===== src/rtl/uart_tx_fifo.sv =====
// Transmit byte queue feeding the UART sender: circular buffer plus a launch FSM
// that hands bytes over using the transmitter's tx_en / tx_status handshake.
module uart_tx_fifo #(
   parameter int DEPTH  = 16,
   parameter int PTR_W  = 4,
   parameter int DATA_W = 8
) (
   input  logic              CLK,
   input  logic              Reset_n,
   input  logic              push,
   input  logic [DATA_W-1:0] push_data,
   input  logic              clear,
   input  logic              tx_status,
   output logic              tx_en,
   output logic [DATA_W-1:0] tx_data,
   output logic              full,
   output logic              empty,
   output logic [PTR_W:0]    level,
   output logic              overflow
);

   typedef enum logic [1:0] {
      IDLE,
      LAUNCH,
      WAIT_BUSY,
      WAIT_DONE
   } state_t;

   state_t            state;
   logic [DATA_W-1:0] mem [DEPTH];
   logic [PTR_W-1:0]  wr_ptr;
   logic [PTR_W-1:0]  rd_ptr;
   logic [PTR_W:0]    count;
   logic              pop;
   logic              wr_ok;

   assign level = count;
   assign full  = (count == (PTR_W+1)'(DEPTH));
   assign empty = (count == '0);

   // clear wins over a launch in the same cycle, so the pop is gated here
   assign pop   = (state == IDLE) && !empty && tx_status && !clear;
   assign wr_ok = push && !clear && (!full || pop);

   always_ff @(posedge CLK) begin
      if (wr_ok)
         mem[wr_ptr] <= push_data;
   end

   always_ff @(posedge CLK or negedge Reset_n) begin
      if (!Reset_n) begin
         wr_ptr   <= '0;
         rd_ptr   <= '0;
         count    <= '0;
         overflow <= 1'b0;
      end else if (clear) begin
         rd_ptr <= wr_ptr;
         count  <= '0;
      end else begin
         if (wr_ok)
            wr_ptr <= wr_ptr + 1'b1;
         if (pop)
            rd_ptr <= rd_ptr + 1'b1;
         if (wr_ok && !pop)
            count <= count + 1'b1;
         else if (pop && !wr_ok)
            count <= count - 1'b1;
         if (push && full && !pop)
            overflow <= 1'b1;
      end
   end

   always_ff @(posedge CLK or negedge Reset_n) begin
      if (!Reset_n) begin
         state   <= IDLE;
         tx_en   <= 1'b0;
         tx_data <= '0;
      end else begin
         tx_en <= 1'b0;
         case (state)
            IDLE: begin
               if (pop) begin
                  tx_data <= mem[rd_ptr];
                  tx_en   <= 1'b1;
                  state   <= LAUNCH;
               end
            end
            LAUNCH:    state <= WAIT_BUSY;
            WAIT_BUSY: if (!tx_status) state <= WAIT_DONE;
            WAIT_DONE: if (tx_status) state <= IDLE;
            default:   state <= IDLE;
         endcase
      end
   end

endmodule

===== config.mk =====
export PLATFORM = sky130hd
export DESIGN_NAME = uart_tx_fifo
export DESIGN_NICKNAME = d
export VERILOG_FILES = /design/src/rtl/uart_tx_fifo.sv
export SDC_FILE = /design/constraint.sdc
export NUM_CORES = 1
export LEC_CHECK = 0
export ABC_CLOCK_PERIOD_IN_PS = 3100
export CORE_MARGIN = 2
export CORE_UTILIZATION = 60
export DETAILED_ROUTE_END_ITERATION = 8
export GPL_TIMING_DRIVEN = 0
export PLACE_DENSITY = 0.79
export SLEW_MARGIN = 40
export SYNTH_ARGS = -nofsm -noshare
export SYNTH_HDL_FRONTEND = slang
export SYNTH_SLANG_ARGS = --single-unit
export TNS_END_PERCENT = 1

===== constraint.sdc =====
create_clock -name CLK -period 3.1 [get_ports CLK]
set_input_delay 0.62 -clock CLK [delete_from_list [all_inputs] [get_ports CLK]]
set_output_delay 0.62 -clock CLK [all_outputs]
set_load 0.005 [all_outputs]

# Word level (Yosys, flattened, before mapping)
# Memory sizes are Yosys's and may differ from the RTL's. A register that Yosys moved wholly into a read port is not among the register bits.
# Index checks and enable logic that the tools add are counted.
# op_classes
addsub,4
eq_ne,7
muxes,13
bitwise,1
reduce_logical,24
# ops
op,n
$mux W5,3
$logic_and A1 B1 Y1,9
$add A4 B1 Y4 const B,2
$mux W4,2
$pmux W2 S4,1
$logic_not A1 Y1,6
$mux W2,3
$ne A2 B2 Y1 const B,3
$reduce_and A2 Y1,3
$add A5 B1 Y5 const B,1
$eq A5 B5 Y1 const B,1
$logic_not A5 Y1,1
$sub A5 B1 Y5 const B,1
$eq A2 B2 Y1 const B,2
$mux W1,4
$reduce_and A3 Y1,1
$reduce_bool A3 Y1,1
$eq A2 B1 Y1 const B,1
$logic_not A2 Y1,1
$reduce_bool A2 Y1,1
$logic_or A1 B1 Y1,1
$not A1 Y1,1
# word_totals
ff_bits,17
ramBits,128
input_bits,13
output_inout_bits,17
mem_count,1
# memory_table
memory,words,word_bits,read_ports,rd_clocked_by_memory_dff,wr,line_no,source
mem,16,8,1,1,1,30,logic [DATA_W-1:0] mem [DEPTH];

# Depth between registers and ports, before layout
# Gate-level depths: netlist of the first run.
# logic_depth
word_depth,12
mapped_depth,11

# Least setup slack after synthesis of the first run
# No wires, ideal clock.
# synth_path
path_type,flip-flop to flip-flop
from,reg count[1] (netlist: level[1])
to,reg count[4] (netlist: level[4])
setup_ns,0.095
arrival_ns,2.592
t_required_ns,3.005
setup_slack_ns,0.413
path_stages_with_launch,10
n_path_buf,0
synth_period_minus_slack_ns,2.687
path_cell_list,dfrtp_1 or4_4 mux2_4 nand2_1 fa_1 a21o_1 a21oi_1 a21boi_0 o21ai_0 o31ai_1
# synth_between
elab_chain_len,10
word_cells_on_any_way,19
classes_between,add/sub: 2; eq/ne: 1; mux: 3; reduce/logical: 13
# synth_rtl
element,line_no,source
from (decl),33,logic [PTR_W:0] count;
from (signal assigned),65,count <= count + 1'b1;
from (signal assigned),67,count <= count - 1'b1;
branches (longest 10 deep; another with $sub A5 B1 Y5),n/a,
# Several ways; the timed one is not identified. The select of a mux whose other input is x is not followed.
# A chain may end at the register's enable or synchronous reset.

# Worst setup path in the final report of the first run
# layout_path
from,reg count[1] (netlist: level[1])
to,out empty
# layout_between
elab_chain_len,1
# layout_rtl
element,line_no,source
$logic_not A5 Y1,39,assign empty = (count == '0);
to (decl),17,"output logic empty,"
# No other way between the ends.

==> results of run 1 <==
## what timing repair did
action	CTS	global route
endpoints found under the hold margin	0	0
setup endpoints to repair	0	1
resized for setup	0	1
## worst min-delay path by stage
| stage | slack, ps | cells past startpoint | to | from |
|---|---|---|---|---|
| after floorplan | 320 | 0 | level[0]$_DFFE_PN0P_ | Reset_n |
| after detailed placement | 460 | 1 | overflow$_DFFE_PN0P_ | overflow$_DFFE_PN0P_ |
| after global placement | 460 | 1 | overflow$_DFFE_PN0P_ | overflow$_DFFE_PN0P_ |
| after CTS | 90 | 1 | level[0]$_DFFE_PN0P_ | Reset_n |
| final | 80 | 1 | level[0]$_DFFE_PN0P_ | Reset_n |
| after global routing | 110 | 1 | level[0]$_DFFE_PN0P_ | Reset_n |
## metal layers
layer  up-vias  global-route usage  part of all wire
li1       1436                   -                 -
met1      1684               0.339              0.40
met2       136               0.397              0.50
met3        28              0.0711             0.074
met4         0              0.0987             0.023
met5         -                   0                 0
## power groups by stage
| stage | Combinational, uW | Clock, uW | Sequential [uW] |
|---|---|---|---|
| CTS | 1970 | 2060 | 2610 |
| global placement | 1860 | 0 | 2630 |
| floorplan | 1290 | 0 | 2620 |
| global route | 2140 | 2160 | 2640 |
| finish | 1960 | 2050 | 2620 |
| detailed placement | 1930 | 0 | 2650 |
## state kept, by name, indices dropped and copies added (netlist names)
name / cells
tx_en: 1
rd_ptr: 4
overflow: 1
wr_ptr: 4
state: 2
tx_data: 8
mem: 128
level: 5
## cells by family after synthesis
| kind of cell | count (synthesis) |
|---|---|
| AND/OR/NAND/NOR | 58 |
| multiplexers | 54 |
| flip-flops | 153 |
| AO/OA/AOI/OAI | 31 |
| buffers and inverters | 23 |
| adder cells (fa/ha/maj) | 14 |
| XOR/XNOR | 8 |
## layout make-up
cell class | instances | area (um^2) | share of cell area
tap | 136 | 170 | 0.0232
sequential | 153 | 4470 | 0.610
inverter | 7 | 26.3 | 0.00359
clock inverter | 14 | 173 | 0.0236
clock buffer | 18 | 418 | 0.0570
multi-input combinational | 165 | 1730 | 0.236
timing repair buffer | 28 | 275 | 0.0376
buffer | 16 | 66.3 | 0.00905
## cell usage in the layout (no fill, tap or decap), types with 5 or more instances in the layout
cell type / Yosys / final
nand2_1: 23 / 23
edfxtp_1: 128 / 128
ha_1: 13 / 13
nor2_1: 16 / 14
mux2i_1: 17 / 17
clkbuf_16: 0 / 16
clkinvlp_4: 0 / 5
xnor2_1: 7 / 7
o21ai_0: 10 / 10
dfrtp_1: 25 / 25
mux4_2: 32 / 32
buf_2: 5 / 6
o221ai_1: 8 / 8
inv_1: 7 / 7
nand2b_1: 5 / 5
clkbuf_1: 9 / 10
clkdlybuf4s50_1: 0 / 27
## metrics by stage
step	power [uW]	instance area, um^2	instances
floorplan	3910	6260	341
finish	6630	7330	537
CTS	6650	7320	537
detailed placement	4580	6730	505
global route	6940	7330	537
global placement	4490	6720	505
==> out/qor.yml, run 1 <==
tightest_slew_ps: 809
fillers: 612
cellPowerDensity_nw_per_um2: 905
yosysMostFrequentCell: "edfxtp_1"
worst_setup_path_end_kind: "primary output"
power_frac_clock: 0.310
period_needed_ps: 2890
synth_nets: 368
dieArea_um2: 11300
cp.arrival_ps: 2270
vdd_ir_drop_max_mv: 0.465
timing.rr.end: "level[4]$_DFFE_PN0P_"
drv_cap: 0
grt.overflow.total: 0
synthTopCellsByCount: "edfxtp_1 (128), mux4_2 (32), dfrtp_1 (25)"
finalHoldViolCount: 0
synth_top_area_cell: "edfxtp_1"
cts_tree: "built"
netlist_area_um2: 6260
drc: 0
grt_pass1_vias: 3446
finish.utilization: 0.716
die_width_um: 106
htree_levels: 4
drt_iter0_drc: 352
max_slew_margin: 0.459
setup_tns_ps: 0
timing.rr.start: "level[1]$_DFFE_PN0P_"
rsz0062_at_grt: "no"
synth_compound_area_frac: 0.0356
synth_top_family_by_area: "multiplexers"
wire_per_inst_um: 23.7
syn_avg_cell_area_um2: 18.4
synthCells: 341
vias_per_cell: 6.12
path_depth: 3
path_cells: "or4_4 -> nor2_1 -> clkdlybuf4s50_1"
die_h_um: 106
place.gp.congestion: 0.860
p_int_uw: 4630
drtPass1Iterations: 5
path_buf_inv: 1
cts_sinks: 153
p_leak_uw: 0.00250
synth_edf_count: 128
fin_nets: 415
insertion_delay_ps: 530
start_util: 0.612
cp_max_fo: 6
synth_area_leaders: "edfxtp_1 (61%), mux4_2 (12%), dfrtp_1 (10%)"
crit_path_end: "empty"
dp_slack_ps: -87.4
ctsRootBufferMaster: "clkbuf_8"
place_hpwl_um: 8060
min_path_type: "input pin to async pin"
fmax_mhz: 346
ys_async_sr_fraction: 0.163
cpLargestDelayFamily: "simple AND/OR/NAND/NOR gates"
yosys.cell_types.count: 39
rrSetupSlack_ps: 220
required_ps: 2480
swShare: 0.302
via_count: 3284
cpMaxStageDelayCell: "or4_4"
synth_xor_area_frac: 0.0112
port_buffers: 28
cts_setup_buffers: 0
p_switching_uw: 2000
power_frac_seq: 0.395
diodes: 0
rows: 37
top_level_ports: 30
reg2regPathDepth: 9
path_clk_slew_ps: 70
area_growth_pct: 16.9
synth_top_area_share: 0.614
start_kind: "flip-flop"
combPwrFrac: 0.296
clock_skew_ps: 6.46
ys_warn_count: 0
cts_inserted_buffers: 17
clk_path_buf_depth: 2
setup_ws_ps: 213
synthFlopType: "edfxtp_1"
drv_slew: 0
yosysSeqAreaShare: 0.713
grt_pass1_wl_um: 20000
grt_max_degree: 26
synth_fa_ha_area_frac: 0.0292
fin_crit_sh: 0.931
coreArea_um2: 10200
synth-seq-cells: 153
hold_buffers: 0
status: "finished, final reports clean"
synthMuxAreaShare: 0.153
wl_um: 12700
grt.total_usage: 0.252
drive_gt1_frac: 0.204
critical_path_class: "flip-flop to primary output"
slowest_delay_ps: 580
antenna_found_initial: 0
cp-startpoint: "level[1]$_DFFE_PN0P_"
synthSimpleGateAreaFrac: 0.0429
finalSetupViolations: 0
holdWs_ps: 82.6
ant_nets: 0
No activity file was read; power rests on OpenSTA's default activity.
==> run 2, diff against run 1 <==
Settings changed: ABC_CLOCK_PERIOD_IN_PS 3100 to 3300.
Clock period 3.1 ns to 3.3 ns, I/O delays scaled along.
==> out/qor.yml, run 2 (synthesis results as in run 1) <==
ctsRootBufferMaster: "clkbuf_8"
setup_tns_ps: 0  # unchanged
timing.rr.end: "level[4]$_DFFE_PN0P_"
cts_resized: 0  # unchanged
min_path_type: "input pin to async pin"
ant_nets: 0  # unchanged
antenna_found_initial: 0  # unchanged
multi_input_area_um2: 1730  # unchanged
crit_path_end: "level[4]$_DFFE_PN0P_"
place_hpwl_um: 8060  # unchanged
reg2regPathDepth: 9  # unchanged
largest_register: "mem"
finalSetupViolations: 0  # unchanged
grt.overflow.total: 0  # unchanged
fin_nets: 415  # unchanged
cellPowerDensity_nw_per_um2: 850  # -6.1%
period_needed_ps: 2950
drv_slew: 0  # unchanged
drt_iter0_drc: 353  # +0.28%
rrSetupSlack_ps: 350  # +130 ps
drive_gt1_frac: 0.204  # unchanged
swShare: 0.302  # about the same
power_frac_seq: 0.395  # about the same
top_level_ports: 30  # unchanged
insertion_delay_ps: 530  # about the same
clk_path_buf_depth: 2  # unchanged
tightest_slew_ps: 811  # +1.73 ps
htree_levels: 4  # unchanged
stdcell_area_um2: 7330  # unchanged
diodes: 0  # unchanged
grt_max_degree: 26  # unchanged
drtPass1Iterations: 5  # unchanged
fillers: 612  # unchanged
cp_max_fo: 6  # unchanged
rows: 37  # unchanged
wire_per_inst_um: 23.6  # -0.20%
combPwrFrac: 0.295  # about the same
fmax_mhz: 339
cts_setup_buffers: 0  # unchanged
status: "finished, final reports clean"
hold_buffers: 0  # unchanged
drv_cap: 0  # unchanged
die_h_um: 106  # unchanged
vias_per_cell: 6.14  # +0.46%
path_clk_slew_ps: 70  # about the same
p_int_uw: 4340  # -6.1%
grt_pass1_wl_um: 20000  # unchanged
regArea_um2: 4470  # unchanged
critical_path_class: "flip-flop to flip-flop"
final_common_cell: "edfxtp_1"
cp-startpoint: "level[1]$_DFFE_PN0P_"
start_kind: "flip-flop"
grt.total_usage: 0.252  # unchanged
port_buffers: 28  # unchanged
vdd_ir_drop_max_mv: 0.437  # -6.0%
dpl-instance-area_um2: 6730  # unchanged
die_width_um: 106  # unchanged
cts_tree: "built"
wl_um: 12700  # -0.20%
max_slew_margin: 0.457  # -0.00116
largest_register_ffs: 128  # unchanged
power_frac_clock: 0.310  # about the same
start_util: 0.612  # unchanged
worst_setup_path_end_kind: "flip-flop"
via_count: 3299  # +0.46%
clock_skew_ps: 7.15  # +0.692 ps
cp.arrival_ps: 3390  # +1120 ps
required_ps: 3740  # +1260 ps
cts_sinks: 153  # unchanged
cts_inserted_buffers: 17  # unchanged
coreArea_um2: 10200  # unchanged
finalHoldViolCount: 0  # unchanged
area_growth_pct: 16.9  # unchanged
p_leak_uw: 0.00250  # about the same
timing.rr.start: "level[1]$_DFFE_PN0P_"
dieArea_um2: 11300  # unchanged
final_cell_mix: "edfxtp_1 (128), mux4_2 (32), clkdlybuf4s50_1 (27), dfrtp_1 (25), nand2_1 (23)"
rsz0062_at_grt: "no"
fin_crit_sh: 0.895
drc: 0  # unchanged
place.gp.congestion: 0.860  # unchanged
grt_pass1_vias: 3446  # unchanged
p_switching_uw: 1880  # -6.0%
finish.utilization: 0.716  # unchanged
run 2: cell counts in the layout (fill, tap and decap cells not counted):
Identical to the previous run, type by type.
run 2: metal layers:
layer | up-vias | part of all wire | GRT usage
met2 | 146 | 0.50 | 0.397
met1 | 1685 | 0.41 | 0.339
met3 | 31 | 0.073 | 0.0711
met4 | 0 | 0.025 | 0.0987
met5 | - | 0 | 0
li1 | 1437 | - | -
run 2: final cells by class:
cell class / count / share of cell area
Buffer: 16 / 0.00905
Clock buffer: 18 / 0.0570
Clock inverter: 14 / 0.0236
Inverter: 7 / 0.00359
Multi-Input combinational cell: 165 / 0.236
Sequential cell: 153 / 0.610
Tap cell: 136 / 0.0232
Timing Repair Buffer: 28 / 0.0376
run 2: worst min path at each step:
| stage | endpoint | slack [ps] | depth (start not counted) | startpoint |
|---|---|---|---|---|
| 3_3_place_gp | overflow$_DFFE_PN0P_ | 460 | 1 | overflow$_DFFE_PN0P_ |
| 4_1_cts | level[0]$_DFFE_PN0P_ | 130 | 1 | Reset_n |
| 2_1_floorplan | level[0]$_DFFE_PN0P_ | 360 | 0 | Reset_n |
| 5_1_grt | level[0]$_DFFE_PN0P_ | 150 | 1 | Reset_n |
| 6_report | level[0]$_DFFE_PN0P_ | 120 | 1 | Reset_n |
| 3_5_place_dp | overflow$_DFFE_PN0P_ | 460 | 1 | overflow$_DFFE_PN0P_ |
run 2: power by group through the flow:
stage | registers (uW) | clock network (uW) | logic, uW
5_1_grt | 2480 | 2030 | 2010
3_3_place_gp | 2470 | 0 | 1750
6_report | 2460 | 1930 | 1840
2_1_floorplan | 2460 | 0 | 1210
3_5_place_dp | 2490 | 0 | 1810
4_1_cts | 2450 | 1940 | 1850
run 2: worst max-delay path: stages, from the launching register on:
cell and delay [ps]:
dfrtp_1 450, or4_4 580, mux2_4 240, nand2_1 160, fa_1 450, a21o_1 190, a21oi_1 190, a21boi_0 270
o21ai_0 130, o31ai_1 200
run 2: metrics by stage:
stage	instances	setup WS (ps)	hold WS (ps)	power, uW
floorplan	341	613	364	3670
global placement	505	-285	456	4220
detailed placement	505	72.6	458	4300
CTS	537	358	129	6240
global route	537	120	152	6520
finish	537	346	119	6230
